**src/rtl/shift_exec_stage.sv**
```systemverilog
// -----------------------------------------------------------------------------
// shift_exec_stage
//
// Multi-cycle execute stage wrapped around an external combinational 32-bit
// shifter (sh_op: 00 = sll, 10 = srl, 11 = sra, 01 = constant zero).
// It accepts decoded R-type shift instructions over a valid/ready handshake,
// drives the shifter from registered operands and returns the registered
// result to writeback over a second valid/ready handshake.
//
// Optional feature macro: SHIFT_ROTATE_EN
//   When defined, rotr (srl encoding with instr[21]=1) and rotrv (srlv
//   encoding with instr[6]=1) are executed as two passes through the shifter:
//   a right shift by amt, then a left shift by (32-amt) mod 32, ORed together.
//   When undefined, those encodings execute as plain srl/srlv.
//
// Ports
//   clk, rst_n      clock (rising edge), asynchronous active-low reset
//   in_valid/ready  issue handshake
//   in_instr        instruction word: [15:11] rd, [10:6] shamt, [5:0] funct
//   in_rs_data      variable shift amount operand
//   in_rt_data      value to be shifted
//   sh_A/sh_B/sh_op operands to the external shifter
//   sh_result       shifter result (combinational, same cycle)
//   out_valid/ready writeback handshake
//   out_wdata       shift result (0 for illegal funct)
//   out_waddr       destination register rd
//   out_illegal     funct was not a supported shift, qualified by out_valid
// -----------------------------------------------------------------------------
module shift_exec_stage #(
  parameter int DATA_WIDTH = 32,
  parameter int REG_AW     = 5
) (
  input  logic                  clk,
  input  logic                  rst_n,
  input  logic                  in_valid,
  output logic                  in_ready,
  input  logic [31:0]           in_instr,
  input  logic [DATA_WIDTH-1:0] in_rs_data,
  input  logic [DATA_WIDTH-1:0] in_rt_data,
  output logic [DATA_WIDTH-1:0] sh_A,
  output logic [DATA_WIDTH-1:0] sh_B,
  output logic [1:0]            sh_op,
  input  logic [DATA_WIDTH-1:0] sh_result,
  output logic                  out_valid,
  input  logic                  out_ready,
  output logic [DATA_WIDTH-1:0] out_wdata,
  output logic [REG_AW-1:0]     out_waddr,
  output logic                  out_illegal
);

  localparam logic [5:0] F_SLL  = 6'b000000;
  localparam logic [5:0] F_SRL  = 6'b000010;
  localparam logic [5:0] F_SRA  = 6'b000011;
  localparam logic [5:0] F_SLLV = 6'b000100;
  localparam logic [5:0] F_SRLV = 6'b000110;
  localparam logic [5:0] F_SRAV = 6'b000111;

  localparam logic [1:0] OP_SLL  = 2'b00;
  localparam logic [1:0] OP_ZERO = 2'b01;
  localparam logic [1:0] OP_SRL  = 2'b10;
  localparam logic [1:0] OP_SRA  = 2'b11;

`ifdef SHIFT_ROTATE_EN
  typedef enum logic [1:0] {IDLE = 2'd0, EXEC = 2'd1, DONE = 2'd2, ROT = 2'd3} state_t;
`else
  typedef enum logic [1:0] {IDLE = 2'd0, EXEC = 2'd1, DONE = 2'd2} state_t;
`endif

  state_t state_q, state_d;

  logic [DATA_WIDTH-1:0] a_q, b_q, wdata_q;
  logic [1:0]            op_q;
  logic [REG_AW-1:0]     waddr_q;
  logic                  illegal_q;
`ifdef SHIFT_ROTATE_EN
  logic                  rot_q;
  logic [DATA_WIDTH-1:0] tmp_q;
`endif

  // Instruction fields.
  logic [5:0]        funct;
  logic [4:0]        shamt;
  logic [REG_AW-1:0] rd;
  assign funct = in_instr[5:0];
  assign shamt = in_instr[10:6];
  assign rd    = in_instr[15:11];

  // Fields of the instruction word this stage never looks at.
  logic unused_instr_bits;
  assign unused_instr_bits = ^in_instr[31:16];

  logic accept;
  assign in_ready = rst_n && ((state_q == IDLE) || (state_q == DONE && out_ready));
  assign accept   = in_valid && in_ready;

  // ---------------------------------------------------------------------------
  // Decode of the incoming instruction; registered only on accept.
  // ---------------------------------------------------------------------------
  logic [1:0]            dec_op;
  logic [DATA_WIDTH-1:0] dec_b;
  logic                  dec_illegal;
  logic                  dec_rot;

  // NOTE: every signal written here gets a default first so no path leaves it
  // unassigned, which would otherwise infer a latch.
  always_comb begin
    dec_op      = OP_ZERO;
    dec_b       = '0;
    dec_illegal = 1'b0;
    dec_rot     = 1'b0;
    case (funct)
      F_SLL:  begin dec_op = OP_SLL; dec_b = {{(DATA_WIDTH-5){1'b0}}, shamt}; end
      F_SRL:  begin
        dec_op = OP_SRL;
        dec_b  = {{(DATA_WIDTH-5){1'b0}}, shamt};
`ifdef SHIFT_ROTATE_EN
        dec_rot = in_instr[21];
`endif
      end
      F_SRA:  begin dec_op = OP_SRA; dec_b = {{(DATA_WIDTH-5){1'b0}}, shamt}; end
      F_SLLV: begin dec_op = OP_SLL; dec_b = in_rs_data; end
      F_SRLV: begin
        dec_op = OP_SRL;
        dec_b  = in_rs_data;
`ifdef SHIFT_ROTATE_EN
        dec_rot = in_instr[6];
`endif
      end
      F_SRAV: begin dec_op = OP_SRA; dec_b = in_rs_data; end
      default: dec_illegal = 1'b1;
    endcase
  end

`ifndef SHIFT_ROTATE_EN
  logic unused_dec_rot;
  assign unused_dec_rot = dec_rot;
`endif

  // ---------------------------------------------------------------------------
  // Next-state logic.
  // ---------------------------------------------------------------------------
  always_comb begin
    state_d = state_q;
    case (state_q)
      IDLE: if (in_valid) state_d = EXEC;
`ifdef SHIFT_ROTATE_EN
      EXEC: state_d = rot_q ? ROT : DONE;
      ROT:  state_d = DONE;
`else
      EXEC: state_d = DONE;
`endif
      DONE: if (out_ready) state_d = in_valid ? EXEC : IDLE;
      default: state_d = IDLE;
    endcase
  end

  // ---------------------------------------------------------------------------
  // State and datapath registers.
  // ---------------------------------------------------------------------------
  // NOTE: sequential state uses non-blocking assignments so every register
  // samples the pre-edge values regardless of statement order.
  always_ff @(posedge clk or negedge rst_n) begin
    if (!rst_n) begin
      state_q   <= IDLE;
      a_q       <= '0;
      b_q       <= '0;
      op_q      <= 2'b00;
      wdata_q   <= '0;
      waddr_q   <= '0;
      illegal_q <= 1'b0;
`ifdef SHIFT_ROTATE_EN
      rot_q     <= 1'b0;
      tmp_q     <= '0;
`endif
    end else begin
      state_q <= state_d;
      if (accept) begin
        a_q       <= in_rt_data;
        b_q       <= dec_b;
        op_q      <= dec_op;
        waddr_q   <= rd;
        illegal_q <= dec_illegal;
`ifdef SHIFT_ROTATE_EN
        rot_q     <= dec_rot;
`endif
      end
      if (state_q == EXEC) begin
`ifdef SHIFT_ROTATE_EN
        if (rot_q) begin
          // First pass done: keep the right-shifted part and retarget the
          // shifter to a left shift by (32 - amt) mod 32 for the second pass.
          tmp_q <= sh_result;
          op_q  <= OP_SLL;
          b_q   <= {{(DATA_WIDTH-5){1'b0}}, 5'd0 - b_q[4:0]};
        end else begin
          wdata_q <= illegal_q ? '0 : sh_result;
        end
`else
        wdata_q <= illegal_q ? '0 : sh_result;
`endif
      end
`ifdef SHIFT_ROTATE_EN
      if (state_q == ROT) wdata_q <= tmp_q | sh_result;
`endif
    end
  end

  // The shifter is driven straight from the latched operands; outside EXEC/ROT
  // these simply hold their last values.
  assign sh_A  = a_q;
  assign sh_B  = b_q;
  assign sh_op = op_q;

  assign out_valid   = (state_q == DONE);
  assign out_wdata   = wdata_q;
  assign out_waddr   = waddr_q;
  assign out_illegal = illegal_q;

endmodule

```
**config.mk**
```make
export PLATFORM = sky130hd
export DESIGN_NAME = shift_exec_stage
export DESIGN_NICKNAME = d
export VERILOG_FILES = /design/src/rtl/shift_exec_stage.sv
export SDC_FILE = /design/constraint.sdc
export NUM_CORES = 1
export LEC_CHECK = 0
export ABC_AREA = 1
export CAP_MARGIN = 40
export CORE_ASPECT_RATIO = 0.7
export CORE_MARGIN = 2
export CORE_UTILIZATION = 39
export CTS_CLUSTER_SIZE = 28
export DETAILED_ROUTE_END_ITERATION = 8
export PLACE_DENSITY = 0.81
export SLEW_MARGIN = 20
export SYNTH_ARGS = -nofsm -noshare
export SYNTH_HDL_FRONTEND = slang
export SYNTH_SLANG_ARGS = --single-unit
```
**constraint.sdc**
```tcl
create_clock -name clk -period 1.61 [get_ports clk]
set_input_delay 0.322 -clock clk [delete_from_list [all_inputs] [get_ports clk]]
set_output_delay 0.322 -clock clk [all_outputs]
set_load 0.02 [all_outputs]
```
# Yosys cells after proc, flatten, opt, wreduce, memory -nomap -nowiden
# Index checks and enable logic that the tools add are counted.
word_totals:
  register_bits: 106
  word_cells: 37
classes:
  reduce_logical: 13
  eq_ne: 9
  muxes: 8
ops:
  columns: ["operator", "count"]
  rows:
  - ["case mux 32 bit (2 select lines)", 1]
  - ["two-way mux 32 bit", 1]
  - ["== test 6 x 3 -> 1 bit, second input constant", 3]
  - ["== test 6 x 2 -> 1 bit, second input constant", 2]
  - ["case mux 2 bit (3 select lines)", 2]
  - ["zero test 6 bit", 1]
  - ["OR reduction 2 bit", 3]
  - ["OR reduction 3 bit", 2]
  - ["OR reduction 6 bit", 1]
  - ["two-way mux 2 bit", 2]
  - ["logical AND 1 bit", 3]
  - ["== test 2 x 1 -> 1 bit, second input constant", 1]
  - ["== test 2 bit, second input constant", 1]
  - ["zero test 2 bit", 1]
  - ["two-way mux 1 bit", 2]
  - ["!= test 2 x 1 -> 1 bit, second input constant", 1]
  - ["!= test 2 bit, second input constant", 1]
  - ["AND reduction 2 bit", 1]
  - ["logical OR 1 bit", 1]

# Longest topological paths before layout
depth:
  word_depth: 5
  depth_mapped: 9

# Least setup slack after synthesis
# Ideal clock, no wire load.
synth_timing:
  kind: "reg-to-output"
  from: "register state_q[1]"
  to: "output in_ready"
  arrival_ns: 0.996
  required_ns: 1.288
  n_path_buf: 0
  path_stages_with_launch: 4
  slack_ns: 0.292
  path_cell_list: "dfrtp_1 > nand2_1 > inv_2 > nor3_1"
synth_between:
  elab_chain_cells: 4
  word_cells_on_any_way: 5
  classes_between: "eq/ne: 1; reduce/logical: 4"
synth_rtl:
  columns: ["element", "line_no", "text"]
  rows:
  - ["start, declared", "69", "state_t state_q, state_d;"]
  - ["start signal, assigned", "176", "state_q <= state_d;"]
  - ["== test 2 bit", "93", "assign in_ready = rst_n && ((state_q == IDLE) || (state_q == DONE && out_ready));"]
  - ["logical AND 1 bit", "93", null]
  - ["logical OR 1 bit (*)", "93", null]
  - ["logical AND 1 bit (*)", "93", null]
  - ["end, declared", "36", "output logic in_ready,"]
# Every way passes the cells marked *; elsewhere a longest branch is shown, timed or not.

# Worst setup path in the final report
layout_timing:
  from: "input out_ready"
  to: "output in_ready"
layout_between:
  elab_chain_cells: 3
layout_rtl:
  columns: ["element", "line_no", "text"]
  rows:
  - ["start, declared", "45", "input logic out_ready,"]
  - ["logical AND 1 bit", "93", null]
  - ["logical OR 1 bit", "93", null]
  - ["logical AND 1 bit", "93", null]
# No other way between the ends.

==> results by group <==
GRT
  – Global Route met3 Usage: 7.425%
  – Largest net degree at the start of global routing: 107
  – GRT Total Usage: 22.35%
  – First-pass GRT wire length: 20,500 um
  – Met1 Use GR: 28.03%
  – Vias in the first global route: 4,085
  – GR peak layer: met2
  – GR Overflow Total: 0
  – Initial antenna violation count: 0
  – Met2 Usage GRT: 36.64%

Synth
  – Synth Area in XOR/XNOR: 0%
  – Post-Syn Nets: 613
  – Synth cell types: 21
  – Sequential cell area fraction in the yosys report: 62.44%
  – Post-synthesis area per instance: 8.831 sq um
  – Synth Instances: 481
  – Mux cell area share after synthesis: 0%
  – Complex-gate fraction of the synthesized area: 1.090%
  – Synth Area in Simple Gates: 32.19%
  – Adder-cell area share of the yosys netlist: 0%
  – Yosys warns: 0
  – Largest family of logic cells by synthesized area: simple AND/OR/NAND/NOR gates
  – Synth Register Bits: 106
  – Post-Syn Area: 4248 sq um

Setup path
  – R2R Setup Slk: 0.23 ns
  – R2R cell count: 9
  – Slowest stage cell, crit path: clkdlybuf4s50_1
  – Critical Path AT: 1.24 ns
  – Crit-path max FO: 2
  – R2r startpoint: state_q[1]$_DFFE_PN0P_
  – CP Cell Sequence: clkdlybuf4s50_1 -> inv_1 -> nand2_2 -> inv_2 -> nor3_2 -> buf_4
  – Worst setup EP type: output port
  – Critical path's largest stage delay: 0.46 ns
  – Crit path required time: 1.29 ns
  – Worst reg2reg endpoint: sh_B[17]$_DFFE_PN0P_
  – CP Launch Type: primary input
  – CP Class: primary input to output port

Hold path
  – HP Class: primary input to async pin

Final layout
  – Fillers: 877
  – Layout-stage area growth over the synthesis result: 61.03%
  – Area occupied by multi-input gates: 1421 sq um
  – ANT cells: 0
  – Register Area: 2653 sq um
  – Commonest non-fill, non-tap cell in the layout: nand2_1
  – Post-route cell area: 6840 sq um
  – Layout net count: 841
  – Share of layout cells above drive strength 1: 6.742%
  – Most frequent cells in the layout: nand2_1, clkdlybuf4s50_1, dfrtp_1, dlygate4sd2_1, nand3_1

Clocking
  – Total CTS buffers: 9
  – Clk_lat worst skew: 0.34 ns
  – Hold Buf Count CTS: 0
  – Longest Clk Path Bufs: 2
  – TritonCTS clock tree: yes
  – CTS H-tree lvls: 3
  – Clk root buf: clkbuf_16
  – Clk sinks: 106
  – Postcts setup bufs: 0
  – Worst-path clk slew: 0.07 ns

STA
  – RSZ-0062 raised after global routing: false
  – Setup Skew: 0.006347 ns
  – Max Clock Freq: 640.0 MHz
  – Hold Vio Cnt, Final: 0
  – Max-slew violation count: 0
  – Fin crit period: 1.562 ns
  – Worst-Margin Slew: 0.5611 ns
  – Final Cycle Share: 97.05%
  – Count of endpoints failing setup in the final report: 0
  – WHS: 0.1882 ns
  – Relative slew slack: 62.59%

Power and ir drop
  – Max VDD drop: 0.6784 mV
  – PD cells: 1250 nW/um^2
  – Leakage Power: 3.851 nW

Route
  – DR WL/cell: 15.05 um
  – DRT Pass-1 Iters: 4
  – Final WL: 12,710 um
  – Vias per cell: 4.780
  – DRT iter0 DRCs: 188
  – DRC viols: 0
  – Post-DRT Antenna Nets: 0
  – Vias post-DR: 4,034

Die
  – Die ar.: 11,760 sq um
  – Die width: 128.7 um
  – Die Height: 91.32 um
  – I/O pin count: 238
  – Initial core utilization: 40.56%
  – Row count: 31
  – Core footprint: 10,470 sq um

Outcome
  – Outcome: finished, final reports clean

Place
  – Port bufs: 221
  – Area after DPL: 6684 sq um
  – HPWL after DPL: 9182 um
  – GP Congestion: 0.8804

Flow run
  – Total of max-cap violations: 0
-- registers in the layout (all words and copies together), names as in the netlist --
signal,flops
state_q,2
sh_op,2
out_wdata,32
sh_A,32
sh_B,32
out_illegal,1
out_waddr,5
-- critical path, delay by kind of cell --
kind,cells,cell delay (ns)
simple gates,2,0.20
buf+inv,4,0.72
-- cells in the mapped netlist --
| master | n | area share (%) |
|---|---|---|
| nand2_1 | 283 | 25 |
| dfrtp_1 | 106 | 62 |
| nand3_1 | 43 | 5.1 |
| buf_2 | 10 | 1.2 |
| inv_1 | 7 | 0.62 |
| buf_6 | 6 | 1.6 |
| clkbuf_1 | 6 | 0.53 |
| inv_2 | 3 | 0.27 |
| o21ai_0 | 3 | 0.35 |
| nand2_2 | 2 | 0.29 |
| nor2_1 | 2 | 0.18 |
| a21boi_4 | 1 | 0.44 |
| a21oi_1 | 1 | 0.12 |
| buf_1 | 1 | 0.088 |
| nand2_4 | 1 | 0.27 |
| nor2_2 | 1 | 0.15 |
| nor2_4 | 1 | 0.27 |
| nor2_8 | 1 | 0.47 |
| nor3_1 | 1 | 0.12 |
| nor3_4 | 1 | 0.38 |
| o31ai_1 | 1 | 0.18 |
-- layer usage --
metal | vias to the layer above | routed length, um
li1 | 1934 | -
met1 | 1891 | 5336
met2 | 185 | 6048
met3 | 24 | 1066
met4 | 0 | 254
met5 | - | 0
-- report_power, final --
part	leakage (nW)	internal (mW)	switching (mW)
logic	2.33	1.15	1.70
registers	1.38	3.24	0.325
clock network	0.131	1.19	0.936
total	3.85	5.59	2.96
-- stage by stage --
step	total power, mW	util (%)	setup TNS, ns	setup WS (ns)	std cells
2_1_floorplan	5.037	-	0	0.2915	481
3_3_place_gp	6.807	63.82	-8.626	-0.4040	830
3_5_place_dp	6.903	63.82	-9.763	-0.4523	830
4_1_cts	8.644	65.28	0	0.0001664	844
5_1_grt	9.046	65.32	0	0.02127	844
6_report	8.550	65.32	0	0.04755	844
-- worst max-delay path by stage --
stage                      startpoint       end  slack (ns)  cells past startpoint
2_1_floorplan  state_q[1]$_DFFE_PN0P_  in_ready        0.29                      3
3_3_place_gp                out_ready  in_ready       -0.40                      6
3_5_place_dp                out_ready  in_ready       -0.45                      6
4_1_cts           sh_B[5]$_DFFE_PN0P_   sh_B[5]      0.0002                      1
5_1_grt                     out_ready  in_ready        0.02                      6
6_report                    out_ready  in_ready        0.05                      6
-- logic make-up after synthesis --
logic type / count (synthesis)
flops: 106
simple gates: 336
buf+inv: 33
compound gates: 6
-- final cells by class --
class / count / share of cell area [%]
Clock buffer: 10 / 3.347
Multi-Input combinational cell: 342 / 20.78
Tap cell: 132 / 2.414
Clock inverter: 4 / 0.7865
Inverter: 10 / 0.5487
Timing Repair Buffer: 240 / 33.35
Sequential cell: 106 / 38.78
-- timing repair --
action / 4_1_cts / 5_1_grt
setup endpoints to repair: 105 / 3
hold endpoints to repair: 0 / 0
gates resized for setup: 110 / 5
No activity file was read; power rests on OpenSTA's default activity.
